**config.mk**
```make
export PLATFORM = sky130hd
export DESIGN_NAME = sar_magnitude_search
export DESIGN_NICKNAME = d
export VERILOG_FILES = /design/src/rtl/sar_magnitude_search.sv
export SDC_FILE = /design/constraint.sdc
export NUM_CORES = 1
export LEC_CHECK = 0
export BUFFER_PORTS_ARGS = -buffer_cell sky130_fd_sc_hd__buf_2
export CAP_MARGIN = 10
export CORE_ASPECT_RATIO = 1.5
export CORE_MARGIN = 4
export CORE_UTILIZATION = 40
export CTS_BUF_LIST = sky130_fd_sc_hd__clkbuf_4 sky130_fd_sc_hd__clkbuf_8 sky130_fd_sc_hd__clkbuf_16
export DETAILED_ROUTE_END_ITERATION = 8
export PLACE_DENSITY = 0.74
export SYNTH_ARGS = -nofsm -noshare
export SYNTH_HDL_FRONTEND = slang
export SYNTH_SLANG_ARGS = --single-unit
export TNS_END_PERCENT = 10
```
**constraint.sdc**
```tcl
create_clock -name clk -period 1.51 [get_ports clk]
set_input_delay 0.2265 -clock clk [delete_from_list [all_inputs] [get_ports clk]]
set_output_delay 0.2265 -clock clk [all_outputs]
set_load 0.01 [all_outputs]
```
**src/rtl/sar_magnitude_search.sv**
```systemverilog
// Successive-approximation search for an unknown WIDTH-bit value held on the
// data_a side of an external magnitude comparator. This block drives the
// probe (data_b) and reads back aeqb/agtb/altb, resolving one bit per edge
// MSB-first and stopping early as soon as the probe equals the target.
//
// state  | meaning
// IDLE   | waiting for start; result/error hold the last search outcome
// SEARCH | probe is on the comparator; each edge judges its flags
module sar_magnitude_search #(
  parameter int WIDTH = 4
) (
  input  logic             clk,
  input  logic             reset,
  input  logic             start,
  input  logic             aeqb,
  input  logic             agtb,
  input  logic             altb,
  output logic [WIDTH-1:0] probe,
  output logic [WIDTH-1:0] result,
  output logic             busy,
  output logic             done,
  output logic             error
);

  localparam int IW = (WIDTH > 2) ? $clog2(WIDTH) : 1;
  localparam logic [WIDTH-1:0] ONE     = {{(WIDTH-1){1'b0}}, 1'b1};
  localparam logic [WIDTH-1:0] MSB     = ONE << (WIDTH-1);
  localparam logic [IW-1:0]    IDX_TOP = IW'(WIDTH-1);

  typedef enum logic {IDLE, SEARCH} state_t;

  state_t           state_q;
  logic [WIDTH-1:0] probe_q, acc_q, result_q;
  logic [IW-1:0]    idx_q;
  logic             busy_q, done_q, error_q;

  logic             onehot;
  logic             last_bit;
  logic             finish;
  logic [IW-1:0]    idx_d;
  logic [WIDTH-1:0] acc_d, probe_d;

  // Judge the current flags: keep the trial bit on agtb, drop it on altb,
  // and build the next trial by setting the next-lower bit.
  always_comb begin
    onehot   = (aeqb ^ agtb ^ altb) & ~(aeqb & agtb & altb);
    last_bit = (idx_q == '0);
    finish   = ~onehot | aeqb | last_bit;
    acc_d    = agtb ? probe_q : acc_q;
    idx_d    = idx_q - 1'b1;
    probe_d  = acc_d | (ONE << idx_d);
  end

  // Search FSM with all outputs registered; done is a one-cycle pulse.
  always_ff @(posedge clk) begin
    if (reset) begin
      state_q  <= IDLE;
      probe_q  <= '0;
      acc_q    <= '0;
      idx_q    <= IDX_TOP;
      result_q <= '0;
      busy_q   <= 1'b0;
      done_q   <= 1'b0;
      error_q  <= 1'b0;
    end else begin
      done_q <= 1'b0;
      case (state_q)
        IDLE: begin
          if (start) begin
            probe_q <= MSB;
            acc_q   <= '0;
            idx_q   <= IDX_TOP;
            busy_q  <= 1'b1;
            error_q <= 1'b0;
            state_q <= SEARCH;
          end
        end
        SEARCH: begin
          if (finish) begin
            // Flag-integrity failure takes precedence over any flag value.
            if (!onehot) begin
              result_q <= '0;
              error_q  <= 1'b1;
            end else if (aeqb) begin
              result_q <= probe_q;
            end else begin
              result_q <= acc_d;
            end
            state_q <= IDLE;
            busy_q  <= 1'b0;
            done_q  <= 1'b1;
            probe_q <= '0;
          end else begin
            acc_q   <= acc_d;
            idx_q   <= idx_d;
            probe_q <= probe_d;
          end
        end
        default: state_q <= IDLE;
      endcase
    end
  end

  assign probe  = probe_q;
  assign result = result_q;
  assign busy   = busy_q;
  assign done   = done_q;
  assign error  = error_q;

endmodule

```
## Word-level counts from Yosys, hierarchy flattened

Index checks and enable logic that the tools add are counted.

- $add $sub $neg: 1
- Equal/unequal tests: 4
- Shifts and indexed selects: 1
- Muxes and demuxes: 23
- Bitwise gates (word level): 11
- Reduce and logical (&&, ||, !) cells: 6

Operator list:

| cell | number |
|---|---|
| 4-bit two-way mux | 7 |
| 4-bit case mux with 2 select lines | 2 |
| 1-bit two-way mux | 8 |
| 2-bit != test (second input constant) | 3 |
| 1-bit case mux with 2 select lines | 3 |
| 2-bit AND reduction | 3 |
| 2-bit two-way mux | 2 |
| 4-bit OR | 1 |
| 2-bit case mux with 2 select lines | 1 |
| 1-bit by 2-bit left shift with 4-bit output (first input constant) | 1 |
| 1-bit bitwise AND | 3 |
| 1-bit inverter | 3 |
| 3-bit AND reduction | 1 |
| 2-bit logical NOT | 1 |
| 2-bit by 1-bit != test with 1-bit output (second input constant) | 1 |
| 1-bit OR | 2 |
| 2-bit OR reduction | 1 |
| 2-bit by 1-bit subtractor with 2-bit output (second input constant) | 1 |
| 1-bit bitwise XOR | 2 |

- Flip-flop bits (word level): 18
- Output and inout bits: 11
- Word-level logic and storage cells: 54

## Longest topological paths before layout

- Depth in word-level cells: 9
- Gate-level depth with buffers: 5
- Gate-level depth less buffers: 5

## Worst setup path after synthesis

Ideal clock, no wire load.

- Path type: input-to-reg
- Start point: input port aeqb
- End point: register acc_q[3]
- Data arrival time: 1.333 ns
- Data required time: 1.422 ns
- Setup slack: 0.089 ns
- Stages on the path: 4
- Buffers on the path: 0
- Cells stage by stage: ha_1 and2b_1 o32a_2 o32ai_2

- Cells in the longest elaborated chain, start to end: 9

RTL lines:

| element | line | RTL |
|---|---|---|
| start: declaration | 15 | `input logic aeqb,` |
| 1-bit bitwise AND (2 in a row) | 46 | `onehot = (aeqb ^ agtb ^ altb) & ~(aeqb & agtb & altb);` |
| 1-bit inverter | 46 |  |
| 1-bit bitwise AND | 46 |  |
| 1-bit inverter | 48 | `finish = ~onehot \| aeqb \| last_bit;` |
| 1-bit OR * (2 in a row) | 48 |  |
| 2-bit != test (no source line) * | n/a |  |
| 2-bit AND reduction (no source line) * | n/a |  |
| end signal: assignment | 59 | `acc_q <= '0;` |
| end signal: assignment | 71 | `acc_q <= '0;` |
| end signal: assignment | 94 | `acc_q <= acc_d;` |
| end: declaration | 33 | `logic [WIDTH-1:0] probe_q, acc_q, result_q;` |

Every way passes the cells marked *; elsewhere a longest branch is shown, timed or not.
A chain may end at the register's enable or synchronous reset.

## Worst setup path after layout

- Start point: register idx_q[1]
- End point: register idx_q[0]

- Cells in the longest elaborated chain, start to end: 4

RTL lines:

| element | line | RTL |
|---|---|---|
| start: declaration | 34 | `logic [IW-1:0] idx_q;` |
| start signal: assignment | 95 | `idx_q <= idx_d;` |
| 2-bit logical NOT | 47 | `last_bit = (idx_q == '0);` |
| 1-bit OR | 48 |  |
| 2-bit != test (no source line) | n/a |  |
| 2-bit AND reduction (no source line) | n/a |  |

Every way passes these cells.

==> results.sh <==
export IMPL_start_kind="flip-flop"
export IMPL_drtAntennaViolNets=0
export IMPL_vias=799
export IMPL_worstSetupPathType="reg -> reg"
export IMPL_ir_drop_uv=364
export IMPL_seq_area_frac_synth_pct=39.3
export IMPL_period_share_pct=96.6
export IMPL_rows=21
export IMPL_ys_ff_latch=18
export IMPL_layout_drive_gt1_share_pct=36.4
export IMPL_cts_sinks=18
export IMPL_routed_wirelength_mm=2.08
export IMPL_slowest_stage="dfxtp_2"
export IMPL_syn_num_nets=105
export IMPL_grt_antenna_before_repair=0
export IMPL_post_drt_wl_per_cell_um=14.5
export IMPL_io_pin_count=17
export IMPL_slew_violations=0
export IMPL_syn_cell_area_um2=917
export IMPL_cap_violations=0
export IMPL_relSlewSlack_pct=72.9
export IMPL_ys_types=27
export IMPL_finalHoldViolCount=0
export IMPL_die_y_um=66.6
export IMPL_die_area_um2=3140
export IMPL_cts_hold_buf=0
export IMPL_cp_required_ns=1.73
export IMPL_worst_clock_skew_ns=0.00392
export IMPL_p_total_uw=997
export IMPL_placed_cell_area_um2=1080
export IMPL_critical_path_max_stage_delay_ns=0.35
export IMPL_clockBufferDepth=2
export IMPL_fp_dieW_um=47.1
export IMPL_numPortBuffers=16
export IMPL_grt_pass1_vias=812
export IMPL_run_status="finished clean"
export IMPL_synthTopCellsByArea="dfxtp_1 (39%), mux2i_1 (8.7%), ha_1 (8.2%)"
export IMPL_combPwrFrac_pct=18.9
export IMPL_post_drt_via_cell_ratio=5.55
export IMPL_drc=0
export IMPL_setup_slack_ns=0.0513
export IMPL_internal_power_uw=726
export IMPL_worstMarginPinSlew_ns=0.407
export IMPL_overflow=0
export IMPL_area_growth_synth_to_final_pct=26.9
export IMPL_setup_viol=0
export IMPL_initial_core_util_pct=41.6
export IMPL_cts_tree="done"
export IMPL_fin_cells=144
export IMPL_fmaxAchievable_mhz=686
export IMPL_p_sw_uw=270
export IMPL_cp_end_kind="flip-flop"
export IMPL_swShare_pct=27.1
export IMPL_pre_cts_ws_ns=-0.100
export IMPL_core_um2=2210
export IMPL_critical_path_cell_chain="inv_1, ha_4, nor3b_4, o21a_2, mux2i_1"
export IMPL_synth_area_per_cell_um2=9.86
export IMPL_grt_max_degree=13
export IMPL_holdCritPathClass="in -> reg"
export IMPL_power_density_nw_per_um2=857
export IMPL_gp_congestion=0.879
export IMPL_dp_cells=139
export IMPL_initialDrtViolationCount=23
export IMPL_power_frac_seq_pct=51.1
export IMPL_root_buffer="clkbuf_4"
export IMPL_rsz0062_at_grt="false"
export IMPL_fin_crit_ns=1.46
export IMPL_yosys_area_top_type="dfxtp_1"
export IMPL_p_clk_share_pct=29.9
export IMPL_p_leak_uw=0.000497
export IMPL_clk_pin_slew_ns=0.11
export IMPL_drtPass1Iterations=4
export IMPL_cp_data_arrival_time_ns=1.68
export IMPL_cp_max_fo=5
export IMPL_clk_latency_ns=0.29
export IMPL_final_cell_mix="dfxtp_1 (16), buf_2 (16), nor2_1 (10), buf_4 (10), mux2i_1 (8)"
export IMPL_final_area_um2=1160
export IMPL_track_usage_pct=15.2
export IMPL_fin_nets=134
export IMPL_num_antenna_cells=0
export IMPL_dp_hpwl_mm=1.65
export IMPL_yosysTopAreaCellShare_pct=39.3
export IMPL_grt_pass1_wl_mm=3.42
export IMPL_netlist_instances=93
export IMPL_fin_util_pct=52.7
export IMPL_synth_warnings=0
export IMPL_htreeDepth=1
export IMPL_numCtsBuffers=3
-- final timing paths --
kind / start / endpoint / slack (ns) / cells past startpoint
setup / recovery: idx_q[1] / idx_q[0] / 0.05 / 5
hold / removal: start / busy / 0.24 / 3
setup reg to reg: idx_q[1] / idx_q[0] / 0.05 / 5
hold reg to reg: error / error / 0.48 / 1
-- synthesized netlist by cell type --
| master | n |
|---|---|
| o31ai_2 | 1 |
| o32a_2 | 1 |
| o32ai_2 | 1 |
| nand2_1 | 5 |
| buf_2 | 1 |
| and3_2 | 1 |
| o21ai_2 | 1 |
| a21oi_1 | 4 |
| mux2_2 | 1 |
| nor3_1 | 3 |
| clkbuf_1 | 1 |
| clkinv_1 | 1 |
| dfxtp_1 | 18 |
| o32ai_1 | 4 |
| o21a_1 | 3 |
| nor2_1 | 10 |
| o21ai_0 | 2 |
| inv_2 | 1 |
| o221ai_1 | 2 |
| nor2_2 | 1 |
| inv_1 | 6 |
| and2b_1 | 2 |
| a211oi_1 | 4 |
| ha_1 | 6 |
| mux2i_1 | 8 |
| a32o_1 | 3 |
| nor3b_4 | 2 |
-- critical path, delay by kind of cell (launching register included) --
| kind | cells | cell delay, ns |
|---|---|---|
| AND/OR/NAND/NOR | 1 | 0.32 |
| AO/OA/AOI/OAI | 1 | 0.25 |
| flip-flops | 1 | 0.35 |
| adder cells (fa/ha/maj) | 1 | 0.18 |
| multiplexers | 1 | 0.20 |
| buffers and inverters | 1 | 0.08 |
-- power groups by stage --
stage | combinational (uW) | clock, uW | sequential (uW)
CTS | 176 | 301 | 510
detailed placement | 174 | 0 | 521
finish | 189 | 298 | 510
global placement | 169 | 0 | 520
global route | 208 | 319 | 513
floorplan | 103 | 0 | 526
-- logic make-up after synthesis --
kind of cell	count (synthesis)	synth area share, %
AND/OR/NAND/NOR	24	15.0
adder cells (fa/ha/maj)	6	8.19
buffers and inverters	10	4.23
flip-flops	18	39.3
AO/OA/AOI/OAI	26	23.3
multiplexers	9	9.96
-- sequential cells by signal (all words and copies together), names as in the netlist --
register and cells:
probe 4, idx_q 2, error 1, busy 1
state_q 1, done 1, result 4, acc_q 4
-- through the flow --
stage / setup TNS [ns] / hold slack, ns
CTS: 0 / 0.242
finish: 0 / 0.242
floorplan: 0 / 0.414
detailed placement: -0.480 / 0.454
global placement: -0.167 / 0.454
global route: 0 / 0.281
-- routing by layer --
layer / GRT usage [%] / wire length (um) / up-vias
met5: 0 / 0 / -
met2: 28.7 / 1180 / 15
li1: - / - / 395
met3: 2.97 / 68 / 4
met4: 8.30 / 38 / 0
met1: 13.9 / 797 / 385
-- final cells by class --
cell class	instances	area, um^2
Tap cell	23	28.8
Fill cell	200	1040
Sequential cell	18	363
Inverter	8	30.0
Clock buffer	4	36.3
Timing Repair Buffer	26	155
Multi-Input combinational cell	65	551
-- what timing repair did --
item                       4_1_cts  5_1_grt
gates resized for setup          2        5
setup buffers                    0        1
pin swaps                        1        2
setup endpoints to repair        3        4
Power figures use the tool's default switching activity.
